===== config.mk =====
export PLATFORM = sky130hd
export DESIGN_NAME = cdb_arbiter
export DESIGN_NICKNAME = d
export VERILOG_FILES = /design/src/rtl/cdb_arbiter.sv
export SDC_FILE = /design/constraint.sdc
export NUM_CORES = 1
export LEC_CHECK = 0
export BUFFER_PORTS_ARGS = -buffer_cell sky130_fd_sc_hd__buf_2
export CAP_MARGIN = 20
export CORE_AREA = 2 2 338 340
export CTS_CLUSTER_SIZE = 24
export DETAILED_ROUTE_END_ITERATION = 12
export DIE_AREA = 0 0 340 342
export GPL_ROUTABILITY_DRIVEN = 1
export GPL_TIMING_DRIVEN = 1
export HOLD_SLACK_MARGIN = 0.02
export PLACE_DENSITY_LB_ADDON = 0.05
export SLEW_MARGIN = 20
export SYNTH_ARGS = -nofsm -noshare
export SYNTH_HDL_FRONTEND = slang
export SYNTH_SLANG_ARGS = --single-unit

===== constraint.sdc =====
create_clock -name clock -period 13 [get_ports clock]
set_input_delay 0.65 -clock clock [delete_from_list [all_inputs] [get_ports clock]]
set_output_delay 0.65 -clock clock [all_outputs]
set_load 0.01 [all_outputs]

===== src/rtl/cdb_arbiter.sv =====
// cdb_arbiter: buffers completion packets from the functional units in
// per-source FIFOs and broadcasts at most one per cycle on the common data
// bus, choosing among non-empty FIFOs round-robin.

package cdb_arbiter_pkg;

  typedef struct packed {
    logic        valid;
    logic [5:0]  Tag;
    logic [31:0] Value;
    logic [31:0] alu_result;
    logic [31:0] PC;
    logic [31:0] NPC;
    logic [31:0] inst;
    logic        take_branch;
    logic        halt;
    logic        illegal;
  } CDB_PACKET;

endpackage

module cdb_arbiter
  import cdb_arbiter_pkg::*;
#(
  parameter int unsigned NUM_FU = 4,
  parameter int unsigned DEPTH  = 2
) (
  input  logic                               clock,
  input  logic                               reset_n,
  input  logic                               squash_signal,
  input  logic [NUM_FU-1:0]                  fu_valid,
  input  CDB_PACKET [NUM_FU-1:0]             fu_packet,
  output logic [NUM_FU-1:0]                  fu_ready,
  output CDB_PACKET                          cdb_packet_out,
  output logic [$clog2(NUM_FU)-1:0]          cdb_src,
  output logic [$clog2(NUM_FU*DEPTH+1)-1:0]  pending
);

  localparam int unsigned SW = $clog2(NUM_FU);
  localparam int unsigned AW = $clog2(DEPTH);
  localparam int unsigned PW = AW + 1;
  localparam int unsigned CW = $clog2(NUM_FU*DEPTH+1);

  CDB_PACKET         mem     [NUM_FU][DEPTH];
  logic [PW-1:0]     wr_ptr  [NUM_FU];
  logic [PW-1:0]     rd_ptr  [NUM_FU];
  logic [PW-1:0]     cnt     [NUM_FU];
  logic [PW-1:0]     cnt_nxt [NUM_FU];
  logic [NUM_FU-1:0] empty;
  logic [NUM_FU-1:0] push;
  logic [NUM_FU-1:0] pop;
  logic [SW-1:0]     rr_ptr;
  logic [SW-1:0]     grant_idx;
  logic [SW-1:0]     scan_idx;
  logic              grant_vld;
  logic [CW-1:0]     pend_nxt;
  CDB_PACKET         head_pkt;

  // Per-FIFO occupancy, readiness (registered state only) and accepted pushes
  always_comb begin
    empty    = '0;
    fu_ready = '0;
    push     = '0;
    for (int unsigned i = 0; i < NUM_FU; i++) begin
      cnt[i]      = wr_ptr[i] - rd_ptr[i];
      empty[i]    = (wr_ptr[i] == rd_ptr[i]);
      fu_ready[i] = reset_n && (cnt[i] < PW'(DEPTH));
      push[i]     = fu_valid[i] && fu_ready[i] && !squash_signal;
    end
  end

  // Round-robin search from rr_ptr upward, wrapping; first non-empty FIFO wins
  always_comb begin
    grant_vld = 1'b0;
    grant_idx = '0;
    scan_idx  = '0;
    pop       = '0;
    for (int unsigned k = 0; k < NUM_FU; k++) begin
      scan_idx = SW'((32'(rr_ptr) + k) % NUM_FU);
      if (!grant_vld && !empty[scan_idx]) begin
        grant_vld = 1'b1;
        grant_idx = scan_idx;
      end
    end
    if (grant_vld) pop[grant_idx] = 1'b1;
    head_pkt       = mem[grant_idx][rd_ptr[grant_idx][AW-1:0]];
    head_pkt.valid = 1'b1;
  end

  // Next-state occupancy summed into the pending count; a squash empties all
  always_comb begin
    pend_nxt = '0;
    for (int unsigned i = 0; i < NUM_FU; i++) begin
      cnt_nxt[i] = cnt[i] + PW'(push[i]) - PW'(pop[i]);
      pend_nxt   = pend_nxt + CW'(cnt_nxt[i]);
    end
    if (squash_signal) pend_nxt = '0;
  end

  // FIFO pointers: reset and squash empty every buffer
  always_ff @(posedge clock or negedge reset_n) begin
    if (!reset_n) begin
      for (int unsigned i = 0; i < NUM_FU; i++) begin
        wr_ptr[i] <= '0;
        rd_ptr[i] <= '0;
      end
    end else if (squash_signal) begin
      for (int unsigned i = 0; i < NUM_FU; i++) begin
        wr_ptr[i] <= '0;
        rd_ptr[i] <= '0;
      end
    end else begin
      for (int unsigned i = 0; i < NUM_FU; i++) begin
        if (push[i]) wr_ptr[i] <= wr_ptr[i] + 1'b1;
        if (pop[i])  rd_ptr[i] <= rd_ptr[i] + 1'b1;
      end
    end
  end

  // FIFO storage: write accepted packets at the tail
  always_ff @(posedge clock) begin
    for (int unsigned i = 0; i < NUM_FU; i++) begin
      if (push[i]) mem[i][wr_ptr[i][AW-1:0]] <= fu_packet[i];
    end
  end

  // CDB output register, source index, round-robin pointer and pending count
  always_ff @(posedge clock or negedge reset_n) begin
    if (!reset_n) begin
      cdb_packet_out <= '0;
      cdb_src        <= '0;
      rr_ptr         <= '0;
      pending        <= '0;
    end else if (squash_signal) begin
      cdb_packet_out.valid <= 1'b0;
      rr_ptr               <= '0;
      pending              <= '0;
    end else begin
      pending <= pend_nxt;
      if (grant_vld) begin
        cdb_packet_out <= head_pkt;
        cdb_src        <= grant_idx;
        rr_ptr         <= (grant_idx == SW'(NUM_FU-1)) ? '0 : grant_idx + 1'b1;
      end else begin
        cdb_packet_out.valid <= 1'b0;
      end
    end
  end

endmodule


==> impl_metrics.ini, run 1 <==
[timing]
max_clock_freq_ghz = 0.166
rsz0062_at_grt = no
tightestPinTransition_ns = 1.24
hold_viol = 0
setup_viol_count_final = 0
slew_violations = 0
fin_ws_ns = 6.99
relSlewSlack_pct = 17.5
tns_ns = 0
min_period_ns = 6.01
finalCritPeriodShare_pct = 46.2
fin_skew_ns = 0.0305

[grt]
grt_pass1_vias = 38200
grt_overflow = 0
grt_pass1_wl_mm = 261
grtUsageMet3_pct = 8.80
track_usage_pct = 31.1
grt_max_degree = 207
gr-max-usage-layer = met2
antenna_found_initial = 165
met1_usage_pct = 39.2
use_met2_pct = 49.6

[layout]
layout.nets = 5474
nFillCells = 8444
multiInputGateArea_sq_mm = 0.0134
fin_cells = 6514
syn_to_final_growth_pct = 20.3
final-seq-area_sq_mm = 0.0455
drive_above_1_share_pct = 27.5

[clocking]
cts_buffers = 161
clkLatencyLatePin_ns = 0.78
cts.sinks = 1546
cts_setup_buffers = 0
ctsRootBufferMaster = clkbuf_16
tritoncts = yes
cts_resized = 0
h-tree-depth = 4
clock_path_buffers = 3
cts.clk_slew.worst_paths_ns = 0.06

[route]
wire_per_inst_microns = 28.3
drc = 0
dr.first_iter.drc_count = 3292
ant_nets = 0
viasPerCell = 5.94
via_count = 38700
drt_pass1_iterations = 5
wirelength_mm = 184

[floorplan]
pin_count = 867
start_util_pct = 53.2
rows = 124
coreArea_sq_mm = 0.113
die_y_microns = 342
die_x_microns = 340
fp.dieArea_sq_mm = 0.116

[critical_path]
r2r_start = wr_ptr[6]$_DFFE_PN0P_
worst-setup-path-type = reg2reg
path_max_fanout = 71
start_kind = register
crit_required_ns = 13.69
critPathCaptureType = register
reg2reg_depth = 21
regToRegSetupSlack_ns = 6.99
critPathArrivalTime_ns = 6.70
r2r_end = pending[2]$_DFF_PN0_

[logic_synthesis]
synth-edff-count = 1352
synthArstFlopShare_pct = 12.5
syn_area_per_cell_sq_um = 15.5
ys_ff_latch = 1546
synthDistinctLibCells = 46
synth-main-ff-cell = edfxtp_1
yosysWarnings = 0
yosysSeqAreaShare_pct = 75.6
synthesis.area_sq_mm = 0.0601
syn_inst = 3868
synth_fp_nets = 4573

[placement]
gp_congestion = 0.832
dp_cells = 6001
io_buffers = 862
place_ws_ns = 6.94
dp_hpwl_mm = 107

[min_path]
hold_end = mem[0][227]$_DFFE_PP_
hold_depth = 1
hp-class = in2reg
hp-start = fu_packet[57]

[power_and_ir_drop]
p_per_area_mw_per_mm2 = 289
fin_total_pwr_w = 0.0209
leakagePower_nw = 26.0
ir_worst_vdd_uv = 528

[outcome]
status = complete, no violations

[job]
max-cap-violations = 0
## synthesized netlist by cell type (24+ instances only)
| master | n | area share [%] |
|---|---|---|
| nand3_1 | 340 | 2.8 |
| a21oi_1 | 172 | 1.4 |
| nand2_1 | 181 | 1.1 |
| o21ai_0 | 170 | 1.4 |
| o211ai_1 | 169 | 2.1 |
| nor2_1 | 205 | 1.3 |
| clkbuf_1 | 215 | 1.3 |
| edfxtp_1 | 1352 | 68 |
| xnor2_1 | 24 | 0.35 |
| buf_2 | 58 | 0.48 |
| mux2i_1 | 169 | 2.8 |
| a31oi_1 | 169 | 1.8 |
| dfrtp_1 | 194 | 8.1 |
| mux2_2 | 169 | 3.2 |
| a221o_1 | 169 | 2.8 |
## layout by cell type (no fill, tap or decap), types with 24 or more instances in the layout
master / Yosys / layout
o211ai_1: 169 / 169
dlygate4sd3_1: 0 / 116
edfxtp_1: 1352 / 1352
clkbuf_1: 215 / 54
buf_4: 19 / 51
nand3_1: 340 / 339
clkbuf_16: 0 / 165
mux2_2: 169 / 169
a21oi_1: 172 / 172
dfrtp_1: 194 / 194
diode_2: 0 / 99
nand2_1: 181 / 181
o21ai_0: 170 / 170
a31oi_1: 169 / 169
mux2i_1: 169 / 169
a221o_1: 169 / 169
buf_2: 58 / 861
xnor2_1: 24 / 24
nor2_1: 205 / 196
## per-stage QoR
stage	hold slack [ns]	cell area, sq um	utilization (%)
after CTS	0.0200	72000	63.7
after global routing	0.0365	72200	63.9
after global placement	0.529	65700	58.1
after floorplan	0.354	60100	-
after detailed placement	0.540	65700	58.1
final	0.0644	72300	63.9
## how the worst max path moves through the flow
stage / startpoint / slack (ns) / to
after global routing: wr_ptr[6]$_DFFE_PN0P_ / 6.68 / pending[2]$_DFF_PN0_
final: wr_ptr[6]$_DFFE_PN0P_ / 6.99 / pending[2]$_DFF_PN0_
after floorplan: wr_ptr[5]$_DFFE_PN0P_ / 3.78 / mem[1][0]$_DFFE_PP_
after CTS: wr_ptr[6]$_DFFE_PN0P_ / 6.92 / pending[2]$_DFF_PN0_
after detailed placement: wr_ptr[6]$_DFFE_PN0P_ / 6.94 / pending[2]$_DFF_PN0_
after global placement: reset_n / 6.88 / mem[2][216]$_DFFE_PP_
## worst max-delay path: stages (launching register included)
cell,delay [ns]
dfrtp_1,0.41
inv_1,0.19
ha_1,0.29
inv_1,0.13
o21ai_2,0.11
a311o_2,0.44
nand2_8,0.50
buf_4,0.89
nor2_1,0.17
ha_1,0.33
inv_1,0.04
ha_1,0.17
xor2_1,0.15
xnor2_1,0.15
fa_1,0.51
inv_1,0.05
fa_1,0.52
inv_1,0.04
ha_1,0.18
inv_1,0.06
fa_1,0.40
nor2_1,0.09
## where the power goes
group          internal, W  switching [W]  total (W)
Combinational      0.00363        0.00661     0.0102
Clock              0.00257        0.00188    0.00445
Sequential         0.00598       0.000215    0.00620
Total               0.0122        0.00870     0.0209
## area by class of cell
class,instances,share of cell area (%)
repair buffers,1039,8.41
multi-input cells,2003,18.6
inverters,18,0.114
well taps,1512,2.62
clock buffers,240,6.39
diodes,99,0.343
flip-flops and latches,1546,62.9
clock inverters,57,0.697
## cells by family after synthesis
family          Yosys count  share of synthesized area (%)
flops                  1546                           75.6
compound gates          861                           9.72
simple gates            751                           5.50
mux                     338                           5.98
buf+inv                 319                           2.26
xor+xnor                 35                          0.522
fa+ha+maj                18                          0.424
## sequential cells by signal, summed over array words and instances (netlist names)
signal / count
rr_ptr: 2
pending: 4
wr_ptr: 8
cdb_packet_out: 170
mem: 1352
cdb_src: 2
rd_ptr: 8
## layer usage
metal | wire [microns] | vias to the layer above
met3 | 15800 | 442
met1 | 71400 | 19400
li1 | - | 17100
met5 | 587 | -
met4 | 7930 | 92
met2 | 88600 | 1679
## repair_timing
action | in CTS | in global routing
hold buffers | 116 | 0
endpoints found under the setup margin | 0 | 0
endpoints found under the hold margin | 284 | 0
Power figures use the tool's default switching activity.
==> run 2, diff against run 1 <==
Clock period 13 ns to 6.3 ns, I/O delays scaled along.
==> impl_metrics.ini, run 2 (synthesis gave the netlist of run 1 again) <==
[outcome]
status = complete, no violations

[critical_path]
critPathCaptureType = register
reg2reg_depth = 21
crit_required_ns = 6.98
critPathBufInv = 6
path_max_fanout = 35
slowest_delay_ns = 0.54
worst-setup-path-type = reg2reg
crit_family = adder cells
path_cells = inv_1, ha_1, inv_1, o21ai_2, a311o_2, nand2_8, inv_8, ha_1, and2_1, ha_1, nor2_1, xor2_1, xnor2_1, fa_1, inv_1, fa_1, inv_1, ha_1, inv_1, fa_1, nor2_1
crit_top_cell = inv_1
start_kind = register
regToRegSetupSlack_ns = 1.29
critPathArrivalTime_ns = 5.69
slowest_stage = fa_1
r2r_end = pending[2]$_DFF_PN0_
r2r_start = wr_ptr[6]$_DFFE_PN0P_

[timing]
tightestPinTransition_ns = 1.15
rsz0062_at_grt = no
slew_violations = 0
finalCritPeriodShare_pct = 79.5
hold_ws_ns = 0.0467
setup_viol_count_final = 0
hold_viol = 0
fin_skew_ns = 0.0252
min_period_ns = 5.01
max_clock_freq_ghz = 0.200
relSlewSlack_pct = 23.1
fin_ws_ns = 1.29

[power_and_ir_drop]
switching_power_w = 0.0183
ir_worst_vdd_uv = 1030
p_comb_share_pct = 49.6
seq_power_share_pct = 29.1
clkPwrFrac_pct = 21.2
switching_share_pct = 41.6
leakagePower_nw = 28.4
power.internal_w = 0.0257
p_per_area_mw_per_mm2 = 563

[placement]
place_area_sq_mm = 0.0659
io_buffers = 862
dp_hpwl_mm = 107
place_ws_ns = 1.26
gp_congestion = 0.815

[clocking]
clock_path_buffers = 3
cts.sinks = 1546
ctsRootBufferMaster = clkbuf_16
cts_buffers = 159
cts.clk_slew.worst_paths_ns = 0.06
cts_setup_buffers = 0
h-tree-depth = 4
clkLatencyLatePin_ns = 0.76
tritoncts = yes
cts_resized = 0

[route]
drt_pass1_iterations = 8
wirelength_mm = 192
dr.first_iter.drc_count = 4007
drc = 0
viasPerCell = 5.90
ant_nets = 0
via_count = 41600
wire_per_inst_microns = 27.3

[grt]
track_usage_pct = 32.4
antenna_found_initial = 65
grt_overflow = 0
grt_max_degree = 241
grt_pass1_vias = 42000
grt_pass1_wl_mm = 276

[floorplan]
coreArea_sq_mm = 0.113
start_util_pct = 53.2
die_y_microns = 342
pin_count = 867
rows = 124
die_x_microns = 340
fp.dieArea_sq_mm = 0.116

[layout]
stdcell_area_sq_mm = 0.0781
syn_to_final_growth_pct = 29.9
largest_reg_flops = 1352
layout.nets = 6042
final_common_cell = edfxtp_1
drive_above_1_share_pct = 24.6
layout_common_cells = edfxtp_1, buf_2, dlygate4sd3_1

[job]
max-cap-violations = 0

[min_path]
hp-class = in2async
[run 2: cell count changes in the layout (fill, tap and decap cells not counted), moves of 2 or more]
cell           change
clkinv_8           -3
buf_16             -2
bufinv_16          +6
clkbuf_8           -3
dlygate4sd3_1    +569
diode_2           -40
inv_16             -2
buf_12            +12
clkbuf_1           -7
clkinv_1           +8
buf_4              -8
[run 2: worst max-delay path by stage]
stage	startpoint	end	slack, ns	cells after the start
floorplan	wr_ptr[5]$_DFFE_PN0P_	mem[1][170]$_DFFE_PP_	-0.07	6
global placement	wr_ptr[6]$_DFFE_PN0P_	pending[2]$_DFF_PN0_	1.25	21
detailed placement	wr_ptr[6]$_DFFE_PN0P_	pending[2]$_DFF_PN0_	1.26	21
CTS	wr_ptr[6]$_DFFE_PN0P_	pending[2]$_DFF_PN0_	1.24	21
global route	wr_ptr[6]$_DFFE_PN0P_	pending[2]$_DFF_PN0_	0.98	21
finish	wr_ptr[6]$_DFFE_PN0P_	pending[2]$_DFF_PN0_	1.29	21
[run 2: per-stage QoR]
step	setup TNS (ns)	total power [W]	util (%)	instances
after floorplan	-61.74	0.0279	-	3868
after global placement	0	0.0340	58.2	6002
after detailed placement	0	0.0342	58.2	6002
after CTS	0	0.0438	68.9	6983
after global routing	0	0.0462	69.0	7025
final	0	0.0440	69.0	7043
[run 2: cell type report]
class                           instances  area (sq um)
Timing Repair Buffer                 1609         11900
Multi-Input combinational cell       2003         13400
Sequential cell                      1546         45500
Clock buffer                          231          4580
Antenna cell                           59           148
Clock inverter                         65           611
Fill cell                            7896         35000
Inverter                               18          82.6
Tap cell                             1512          1890
[run 2: what timing repair did]
item	in CTS	in global routing
hold buffers	685	0
endpoints found under the hold margin	1414	0
endpoints found under the setup margin	0	0
[run 2: power groups by stage]
stage	registers, W	clock network, W	logic (W)
floorplan	0.0132	0	0.0147
global placement	0.0130	0	0.0210
detailed placement	0.0130	0	0.0212
CTS	0.0128	0.00941	0.0216
global route	0.0129	0.00983	0.0235
finish	0.0128	0.00933	0.0218
[run 2: routing by layer]
metal / wire length [microns] / up-vias / GRT usage (%)
li1: - / 18200 / -
met1: 74600 / 20900 / 41.6
met2: 94200 / 1993 / 53.7
met3: 16100 / 428 / 7.40
met4: 7020 / 38 / 13.1
met5: 235 / - / 0
